--- src/rtl/tx_frontend_ramp.sv ---
// TX back end between the DUC chain and the DAC interface: IQ balance, DC offset,
// soft on/off gain ramp, rounding with saturation and per-DAC output mux.
module tx_frontend_ramp #(
  parameter int unsigned BASE      = 0,
  parameter int unsigned WIDTH_IN  = 24,
  parameter int unsigned WIDTH_OUT = 16,
  parameter int unsigned CW        = 18,
  parameter int unsigned RAMP_BITS = 10,
  parameter int unsigned IQCOMP_EN = 1
) (
  input  logic                 clk,
  input  logic                 rst,
  input  logic                 set_stb,
  input  logic [7:0]           set_addr,
  input  logic [31:0]          set_data,
  input  logic [WIDTH_IN-1:0]  tx_i,
  input  logic [WIDTH_IN-1:0]  tx_q,
  input  logic                 run,
  output logic [WIDTH_OUT-1:0] dac_a,
  output logic [WIDTH_OUT-1:0] dac_b,
  output logic                 tx_active,
  output logic                 ramp_busy
);

  localparam int unsigned WI = WIDTH_IN;
  localparam int unsigned WO = WIDTH_OUT;
  localparam int unsigned W1 = WI + 1;
  localparam int unsigned W2 = WI + 2;
  localparam int unsigned PW = WI + CW;
  localparam int unsigned GW = RAMP_BITS + 1;
  localparam int unsigned WX = WI + GW + 1;
  localparam int unsigned SH = WI - WO;

  localparam logic [GW-1:0]        FULL    = {1'b1, {RAMP_BITS{1'b0}}};
  localparam logic signed [W2-1:0] IN_MAX  = {3'b000, {(WI-1){1'b1}}};
  localparam logic signed [W2-1:0] IN_MIN  = {3'b111, {(WI-1){1'b0}}};
  localparam logic signed [W1-1:0] OUT_MAX = {{(W1-WO+1){1'b0}}, {(WO-1){1'b1}}};
  localparam logic signed [W1-1:0] OUT_MIN = {{(W1-WO+1){1'b1}}, {(WO-1){1'b0}}};
  localparam logic signed [W1-1:0] RND     = {{(W1-SH){1'b0}}, 1'b1, {(SH-1){1'b0}}};
  localparam logic signed [WO-1:0] DAC_MAX = {1'b0, {(WO-1){1'b1}}};
  localparam logic signed [WO-1:0] DAC_MIN = {1'b1, {(WO-1){1'b0}}};

  localparam logic [7:0] A_IDCO  = 8'(BASE);
  localparam logic [7:0] A_QDCO  = 8'(BASE + 1);
  localparam logic [7:0] A_MAG   = 8'(BASE + 2);
  localparam logic [7:0] A_PHASE = 8'(BASE + 3);
  localparam logic [7:0] A_MUX   = 8'(BASE + 4);
  localparam logic [7:0] A_STEP  = 8'(BASE + 5);

  typedef enum logic [1:0] {S_IDLE, S_UP, S_ON, S_DOWN} state_e;

  logic signed [WI-1:0] i_dco_q, q_dco_q;
  logic signed [CW-1:0] mag_q, phase_q;
  logic [7:0]           mux_q;
  logic [RAMP_BITS-1:0] step_q;

  logic signed [WI-1:0] s1_i_q, s1_q_q, s2_i_q, s2_q_q, s3_i_q, s3_q_q, s4_i_q, s4_q_q;
  logic signed [W1-1:0] s1_ci_q, s1_cq_q;
  logic signed [WO-1:0] s5_i_q, s5_q_q;
  logic [WO-1:0]        dac_a_q, dac_b_q;

  logic signed [WI-1:0] s2_i_d, s2_q_d, s3_i_d, s3_q_d, s4_i_d, s4_q_d;
  logic signed [WO-1:0] s5_i_d, s5_q_d;
  logic [WO-1:0]        dac_a_d, dac_b_d;
  logic signed [W1-1:0] ci_c, cq_c;

  state_e        state_q, state_d;
  logic [GW-1:0] g_q, g_d, step_c, up_val, down_val;
  logic [GW:0]   up_sum;
  logic          tx_active_q, ramp_busy_q;

  logic unused_c;
  assign unused_c = ^{set_data, mux_q[3], mux_q[7], mag_q, phase_q};

  function automatic logic signed [WI-1:0] sat_in(input logic signed [W2-1:0] v);
    logic signed [WI-1:0] r;
    r = WI'(v);
    if (v > IN_MAX) r = WI'(IN_MAX);
    if (v < IN_MIN) r = WI'(IN_MIN);
    return r;
  endfunction

  function automatic logic signed [WO-1:0] sat_out(input logic signed [W1-1:0] v);
    logic signed [WO-1:0] r;
    r = WO'(v);
    if (v > OUT_MAX) r = WO'(OUT_MAX);
    if (v < OUT_MIN) r = WO'(OUT_MIN);
    return r;
  endfunction

  // sel[1:0] picks I / Q / zero, sel[2] negates with the most-negative code clipped
  function automatic logic [WO-1:0] dac_sel(input logic [2:0] sel,
                                            input logic signed [WO-1:0] yi,
                                            input logic signed [WO-1:0] yq);
    logic signed [WO-1:0] v;
    case (sel[1:0])
      2'd0:    v = yi;
      2'd1:    v = yq;
      default: v = '0;
    endcase
    if (sel[2]) v = (v == DAC_MIN) ? DAC_MAX : -v;
    return v;
  endfunction

  always_ff @(posedge clk or negedge rst) begin
    if (!rst) begin
      i_dco_q <= '0;
      q_dco_q <= '0;
      mag_q   <= '0;
      phase_q <= '0;
      mux_q   <= 8'h10;
      step_q  <= '0;
    end else if (set_stb) begin
      if (set_addr == A_IDCO)  i_dco_q <= set_data[WI-1:0];
      if (set_addr == A_QDCO)  q_dco_q <= set_data[WI-1:0];
      if (set_addr == A_MAG)   mag_q   <= set_data[CW-1:0];
      if (set_addr == A_PHASE) phase_q <= set_data[CW-1:0];
      if (set_addr == A_MUX)   mux_q   <= set_data[7:0];
      if (set_addr == A_STEP)  step_q  <= set_data[RAMP_BITS-1:0];
    end
  end

  // Balance correction terms; without IQ compensation the stage is a plain delay
  if (IQCOMP_EN != 0) begin : g_iq
    logic signed [PW-1:0] prod_i_c, prod_q_c;
    assign prod_i_c = PW'($signed(tx_i)) * PW'(mag_q);
    assign prod_q_c = PW'($signed(tx_i)) * PW'(phase_q);
    assign ci_c     = W1'(prod_i_c >>> (CW - 1));
    assign cq_c     = W1'(prod_q_c >>> (CW - 1));
  end else begin : g_no_iq
    assign ci_c = '0;
    assign cq_c = '0;
  end

  always_comb begin
    logic signed [WX-1:0] pg_i, pg_q;
    s2_i_d  = sat_in(W2'(s1_i_q) + W2'(s1_ci_q));
    s2_q_d  = sat_in(W2'(s1_q_q) + W2'(s1_cq_q));
    s3_i_d  = sat_in(W2'(s2_i_q) + W2'(i_dco_q));
    s3_q_d  = sat_in(W2'(s2_q_q) + W2'(q_dco_q));
    pg_i    = WX'(s3_i_q) * WX'($signed({1'b0, g_q}));
    pg_q    = WX'(s3_q_q) * WX'($signed({1'b0, g_q}));
    s4_i_d  = WI'(pg_i >>> RAMP_BITS);
    s4_q_d  = WI'(pg_q >>> RAMP_BITS);
    s5_i_d  = sat_out((W1'(s4_i_q) + RND) >>> SH);
    s5_q_d  = sat_out((W1'(s4_q_q) + RND) >>> SH);
    dac_a_d = dac_sel(mux_q[2:0], s5_i_q, s5_q_q);
    dac_b_d = dac_sel(mux_q[6:4], s5_i_q, s5_q_q);
  end

  always_ff @(posedge clk or negedge rst) begin
    if (!rst) begin
      s1_i_q  <= '0; s1_q_q  <= '0; s1_ci_q <= '0; s1_cq_q <= '0;
      s2_i_q  <= '0; s2_q_q  <= '0; s3_i_q  <= '0; s3_q_q  <= '0;
      s4_i_q  <= '0; s4_q_q  <= '0; s5_i_q  <= '0; s5_q_q  <= '0;
      dac_a_q <= '0; dac_b_q <= '0;
    end else begin
      s1_i_q  <= tx_i;   s1_q_q  <= tx_q;
      s1_ci_q <= ci_c;   s1_cq_q <= cq_c;
      s2_i_q  <= s2_i_d; s2_q_q  <= s2_q_d;
      s3_i_q  <= s3_i_d; s3_q_q  <= s3_q_d;
      s4_i_q  <= s4_i_d; s4_q_q  <= s4_q_d;
      s5_i_q  <= s5_i_d; s5_q_q  <= s5_q_d;
      dac_a_q <= dac_a_d;
      dac_b_q <= dac_b_d;
    end
  end

  // A zero step means the full swing in a single cycle
  assign step_c   = (step_q == '0) ? FULL : {1'b0, step_q};
  assign up_sum   = {1'b0, g_q} + {1'b0, step_c};
  assign up_val   = (up_sum >= {1'b0, FULL}) ? FULL : up_sum[GW-1:0];
  assign down_val = (g_q > step_c) ? (g_q - step_c) : '0;

  // Reversing run mid-ramp holds g for one cycle before heading the other way
  always_comb begin
    state_d = state_q;
    g_d     = g_q;
    case (state_q)
      S_IDLE: begin
        g_d = '0;
        if (run) begin
          g_d     = up_val;
          state_d = (up_val == FULL) ? S_ON : S_UP;
        end
      end
      S_UP: begin
        if (!run) begin
          state_d = S_DOWN;
        end else begin
          g_d = up_val;
          if (up_val == FULL) state_d = S_ON;
        end
      end
      S_ON: begin
        g_d = FULL;
        if (!run) begin
          g_d     = down_val;
          state_d = (down_val == '0) ? S_IDLE : S_DOWN;
        end
      end
      S_DOWN: begin
        if (run) begin
          state_d = S_UP;
        end else begin
          g_d = down_val;
          if (down_val == '0) state_d = S_IDLE;
        end
      end
      default: begin
        state_d = S_IDLE;
        g_d     = '0;
      end
    endcase
  end

  always_ff @(posedge clk or negedge rst) begin
    if (!rst) begin
      state_q     <= S_IDLE;
      g_q         <= '0;
      tx_active_q <= 1'b0;
      ramp_busy_q <= 1'b0;
    end else begin
      state_q     <= state_d;
      g_q         <= g_d;
      tx_active_q <= (g_d != '0);
      ramp_busy_q <= (state_d == S_UP) || (state_d == S_DOWN);
    end
  end

  assign dac_a     = dac_a_q;
  assign dac_b     = dac_b_q;
  assign tx_active = tx_active_q;
  assign ramp_busy = ramp_busy_q;

endmodule

--- config.mk ---
export PLATFORM = sky130hd
export DESIGN_NAME = tx_frontend_ramp
export DESIGN_NICKNAME = d
export VERILOG_FILES = /design/src/rtl/tx_frontend_ramp.sv
export SDC_FILE = /design/constraint.sdc
export NUM_CORES = 2
export LEC_CHECK = 0
export CAP_MARGIN = 20
export CORE_MARGIN = 2
export CORE_UTILIZATION = 43
export DETAILED_ROUTE_END_ITERATION = 8
export PLACE_DENSITY = 0.65
export SLEW_MARGIN = 20
export SYNTH_ARGS = -nofsm -noshare
export SYNTH_HDL_FRONTEND = slang
export SYNTH_SLANG_ARGS = --single-unit
--- constraint.sdc ---
create_clock -name clk -period 9 [get_ports clk]
set_input_delay 2.7 -clock clk [delete_from_list [all_inputs] [get_ports clk]]
set_output_delay 2.7 -clock clk [all_outputs]
set_load 0.03 [all_outputs]
# == Yosys cells after proc, flatten, opt, wreduce, memory -nomap -nowiden ==
# Cells that the tools add are included.
# W data, S select, Z words.
# totals
in_bits,92
latchBits,0
output_inout_bits,34
wordCells,116
rom_bits,0
mem_count,0
ram_bits,0
register_bits,422
# op_classes
n_reduce_logical,14
n_mux,35
n_bitwise,0
n_eq_ne,15
div,0
magnitude_cmp,14
add_sub_neg,10
shifts,0
multipliers,4
# ops
operator,n
$mux W24,8
$mux W16,8
$mul A24 B18 Y42,2
$mux W11,7
$mul A24 B12 Y34,2
$pmux W16 S2,2
$add A24 B25 Y26,2
$gt A26 B24 Y1 const B,2
$lt A26 B24 Y1 const B,2
$add A24 B24 Y25,2
$add A24 B9 Y25 const B,2
$gt A25 B24 Y1 const B,2
$lt A25 B24 Y1 const B,2
$pmux W11 S4,1
$gt A17 B16 Y1 const B,2
$lt A17 B16 Y1 const B,2
$eq A16 B16 Y1 const B,2
$neg A16 Y16,2
$eq A8 B2 Y1 const B,2
$eq A8 B3 Y1 const B,2
$mux W2,8
$add A11 B11 Y12,1
$ge A12 B11 Y1 const B,1
$reduce_and A2 Y1,6
13 further kinds,20

# == Logic depth before layout (Yosys ltp) ==
# depth
ltp_word,11
mapped_depth,26

# == Worst setup path after synthesis ==
# No wires, ideal clock.
# synth_path
path_type,input to register
start,in tx_i[22]
end,reg s1_cq_q[24]
t_arrival_ps,8644
setup_slack_ps,270
n_path_buf,2
stages,23
path_cell_list,clkbuf_1 -> clkbuf_1 -> nand2_1 -> fa_1 -> inv_1 -> fa_1 -> inv_1 -> fa_1 -> inv_1 -> fa_1 -> fa_1 -> inv_1 -> fa_1 -> inv_1 -> ha_1 -> nand2_1 -> nor3_1 -> a221oi_1 -> o21ai_0 -> a2111o_1 -> a311o_1 -> and4_1 -> nor3_1
# synth_via
elab_chain_cells,1
# synth_lines
element,line,source
"start, declared",16,"input logic [WIDTH_IN-1:0] tx_i,"
$mul A24 B18 Y42,127,assign prod_q_c = PW'($signed(tx_i)) * PW'(phase_q);
net g_iq.prod_q_c[41],125,"logic signed [PW-1:0] prod_i_c, prod_q_c;"
"end signal, assigned",159,s1_ci_q <= ci_c; s1_cq_q <= cq_c;
"end, declared",58,"logic signed [W1-1:0] s1_ci_q, s1_cq_q;"
# The timed path passes the listed nets, and every way through them passes these cells.
# A chain may end at the register's enable or synchronous reset.

# == Worst setup path after layout ==
# layout_path
start,in tx_i[11]
end,reg s1_cq_q[24]
# Same word-level chain as after synthesis.

==> impl_metrics.py <==
metrics = {
    "yosys": {
        "synth_edf_count": 0,
        "synth_top_family_by_area": "adder cells",
        "avgSynthCellArea_um2": 9.41,
        "synth_xor_area_share_pct": 3.35,
        "syn-num-nets": 8964,
        "synthCells": 7108,
        "async_reset_ff_share_pct": 100,
        "yosysWarnings": 0,
        "yosysSeqAreaShare_pct": 15.2,
        "synth_simple_gate_area_share_pct": 14.2,
        "synth_fa_ha_area_share_pct": 47.7,
        "synth.distinct_cells": 99,
        "synth_area_mm2": 0.0669,
        "synth_top_flop_cell": "dfrtp_1",
        "ys_ff_latch": 406,
        "synth_mux_area_share_pct": 2.25,
        "synth_compound_gate_area_share_pct": 6.69,
    },
    "timing": {
        "rsz0062_at_grt": "no",
        "finalSetupViolations": 0,
        "tightestPinTransition_ps": 1120,
        "max_slew_margin_pct": 25.6,
        "period_share_pct": 97.7,
        "clock_skew_ps": 23.1,
        "fmax_ghz": 0.114,
        "drv_slew": 0,
        "hold_viol": 0,
        "period_needed_ps": 8790,
    },
    "drt": {
        "viasPerCell": 5.13,
        "dr.pass1.iters": 6,
        "drt-initial-drc-count": 2622,
        "wirelength_um": 165000,
        "vias": 47700,
        "drcViolationCount": 0,
        "ant_nets": 0,
        "drt-wirelength-per-cell_um": 17.7,
    },
    "pwr": {
        "power.total_mw": 18.5,
        "p_leak_nw": 36.2,
        "vdd_drop_max_mv": 0.245,
        "p_per_area_mw_per_mm2": 252,
    },
    "clock_network": {
        "hold_buffers": 0,
        "worstSkewPairLatency_ps": 610,
        "ctsLongestPathBuffers": 3,
        "cts_made_buffers": 46,
        "cts_sinks": 406,
        "cts-root-buf": "clkbuf_16",
        "cts-htree-levels": 2,
        "cts_tree": "done",
        "path_clk_slew_ps": 60,
    },
    "finish": {
        "n_fill_cell": 14400,
        "layout.area.seq_mm2": 0.0102,
        "stdcell_count": 9297,
        "multi_input_area_mm2": 0.0497,
        "area_growth_pct": 9.75,
        "nets": 9069,
        "drive_gt1_share_pct": 7.09,
    },
    "place": {
        "dp.cells": 9209,
        "gp_congestion": 0.897,
        "dpl.hpwl_um": 135000,
        "portBuffers": 117,
    },
    "worst_hold_path": {
        "hp-class": "reg -> reg",
        "min_path_cells": 2,
    },
    "floorplanning": {
        "die_height_um": 398,
        "dieArea_mm2": 0.159,
        "ioPinCount": 126,
        "row_count": 144,
        "start_util_pct": 43.4,
        "die_x_um": 398,
        "core_area_mm2": 0.154,
    },
    "critical_path": {
        "start_kind": "input port",
        "cpPeakStageDelay_ps": 560,
        "crit_path_frequent_cell": "fa_1",
        "crit_arrival_ps": 9300,
        "reg2reg_from": "phase_q[17]",
        "critPathSlowestCell": "fa_1",
        "r2r_end": "s1_cq_q[24]",
        "crit_start": "tx_i[11]",
        "cp.required_ps": 9510,
        "crit_end": "s1_cq_q[24]",
        "r2r_cells": 19,
        "crit_type": "in -> reg",
        "endpoint_kind": "flip-flop",
        "crit_chain": "clkdlybuf4s50_1 -> buf_12 -> buf_4 -> buf_4 -> nand2_1 -> fa_1 -> inv_1 -> fa_1 -> fa_1 -> fa_1 -> fa_1 -> inv_1 -> fa_1 -> inv_1 -> ha_1 -> nand2_1 -> nor3_1 -> a221oi_1 -> o21ai_0 -> a2111o_1 -> a311o_2 -> and4_1 -> nor3_1",
        "rrSetupSlack_ps": 1650,
        "crit_fanout": 8,
    },
    "grt": {
        "grt_max_degree": 150,
        "grt_pass1_vias": 52600,
        "grtUsageTotal_pct": 21.8,
        "grt_pass1_wl_um": 277000,
        "grt_antenna_before_repair": 4,
        "grt_overflow_total": 0,
    },
    "run": {
        "cap_violations": 0,
    },
    "run_status": {
        "status": "finished, final reports clean",
    },
}
[final cells by class]
| class | count | share of cell area (%) |
|---|---|---|
| antenna | 4 | 0.0136 |
| clock buffer | 55 | 1.68 |
| clock inverter | 29 | 0.435 |
| inverter | 1534 | 7.84 |
| multi-input combinational | 4835 | 67.7 |
| sequential | 406 | 13.8 |
| tap | 2044 | 3.48 |
| timing repair buffer | 390 | 5.00 |
[per-stage QoR]
step	util, %	cell area, µm²	setup WS [ps]	hold slack [ps]	TNS (ps)
2_1_floorplan	-	66900	270	475	0
3_3_place_gp	46.6	71800	-312	491	-4910
3_5_place_dp	46.6	71800	-403	501	-6260
4_1_cts	47.6	73400	235	513	0
5_1_grt	47.6	73400	6.34	528	0
6_report	47.6	73400	209	509	0
[what timing repair did]
action,4_1_cts,5_1_grt
setup buffers,0,0
gates resized for setup,0,4
setup endpoints to repair,0,9
[routing by layer]
layer | wire [µm] | part of all wire (%) | global-route usage, %
met5 | 41 | 0.025 | 0
met4 | 7240 | 4.4 | 8.54
met3 | 7710 | 4.7 | 2.55
met2 | 81700 | 50 | 38.0
met1 | 68100 | 41 | 27.7
[where the power goes]
part           leakage, nW  total [mW]  switching [mW]  internal (mW)
clock                0.749        1.94           0.829           1.11
combinational         30.4        13.2            7.55           5.64
sequential            5.02        3.40           0.879           2.52
[kinds of logic after synthesis]
kind of cell / after synthesis
AO/OA/AOI/OAI: 678
adder cells (fa/ha/maj): 1772
AND/OR/NAND/NOR: 1992
XOR/XNOR: 255
flip-flops: 406
buffers and inverters: 1867
multiplexers: 138
[placed cells by master, fill, tap and decap left out, drive strengths merged, types with 37 or more instances in the layout]
| cell type | netlist | layout |
|---|---|---|
| ha | 462 | 462 |
| a21oi | 188 | 188 |
| buf | 20 | 274 |
| xor2 | 101 | 101 |
| nor2 | 202 | 202 |
| and2 | 530 | 530 |
| clkdlybuf4s50 | 0 | 116 |
| fa | 1302 | 1302 |
| dfrtp | 405 | 405 |
| clkbuf | 313 | 55 |
| nand2 | 971 | 971 |
| mux2i | 37 | 37 |
| nand3 | 61 | 61 |
| mux2 | 101 | 101 |
| o21ai | 156 | 156 |
| nor3 | 42 | 42 |
| o21a | 49 | 49 |
| a21o | 58 | 58 |
| inv | 1532 | 1539 |
| xnor2 | 154 | 154 |
[Yosys cell counts (26+ instances only)]
cell / n / share of area (%)
nand2_1: 970 / 5.4
clkbuf_1: 313 / 1.8
a211oi_1: 26 / 0.29
xnor2_1: 154 / 2.0
and3_1: 31 / 0.29
nand2b_1: 35 / 0.33
fa_1: 1302 / 39
nor3_1: 42 / 0.31
a21oi_1: 186 / 1.4
mux2_2: 101 / 1.7
a21o_1: 58 / 0.65
xor2_1: 100 / 1.3
ha_1: 462 / 8.6
nand3_1: 60 / 0.45
inv_1: 1530 / 8.6
o21ai_0: 113 / 0.85
and2_1: 530 / 5.0
o21ai_1: 43 / 0.32
dfrtp_1: 405 / 15
nor2_1: 200 / 1.1
mux2i_1: 37 / 0.55
nand4_1: 27 / 0.25
o21a_1: 49 / 0.55
[state kept, by name, indices dropped and copies added, names as in the netlist, 6 cells and up, named ones only]
signal and cells:
s2_i_q 24, phase_q 18, s5_i_q 16, step_q 10
s4_i_q 17, s3_q_q 24, q_dco_q 24, s1_q_q 24
mag_q 18, i_dco_q 24, dac_b 16, mux_q 6
s1_i_q 24, g_q 11, s3_i_q 24, s1_cq_q 25
s2_q_q 24, s5_q_q 16, dac_a 16, s4_q_q 17
s1_ci_q 25
[how the worst min path moves through the flow]
stage               startpoint         end  slack, ps
global route        i_dco_q[0]  i_dco_q[0]        530
finish              s4_q_q[19]  s5_q_q[11]        510
global placement      mag_q[4]    mag_q[4]        490
floorplan           s4_q_q[15]   s5_q_q[7]        480
CTS                 s4_q_q[19]  s5_q_q[11]        510
detailed placement    mag_q[4]    mag_q[4]        500
[critical path, delay by kind of cell]
kind	cells	cell delay, ps
adders and majority gates	7	3330
AOI/OAI and AO/OA	4	1440
buffers and inverters	7	1150
and+or+nand+nor	5	670
No activity file was read; power rests on OpenSTA's default activity.
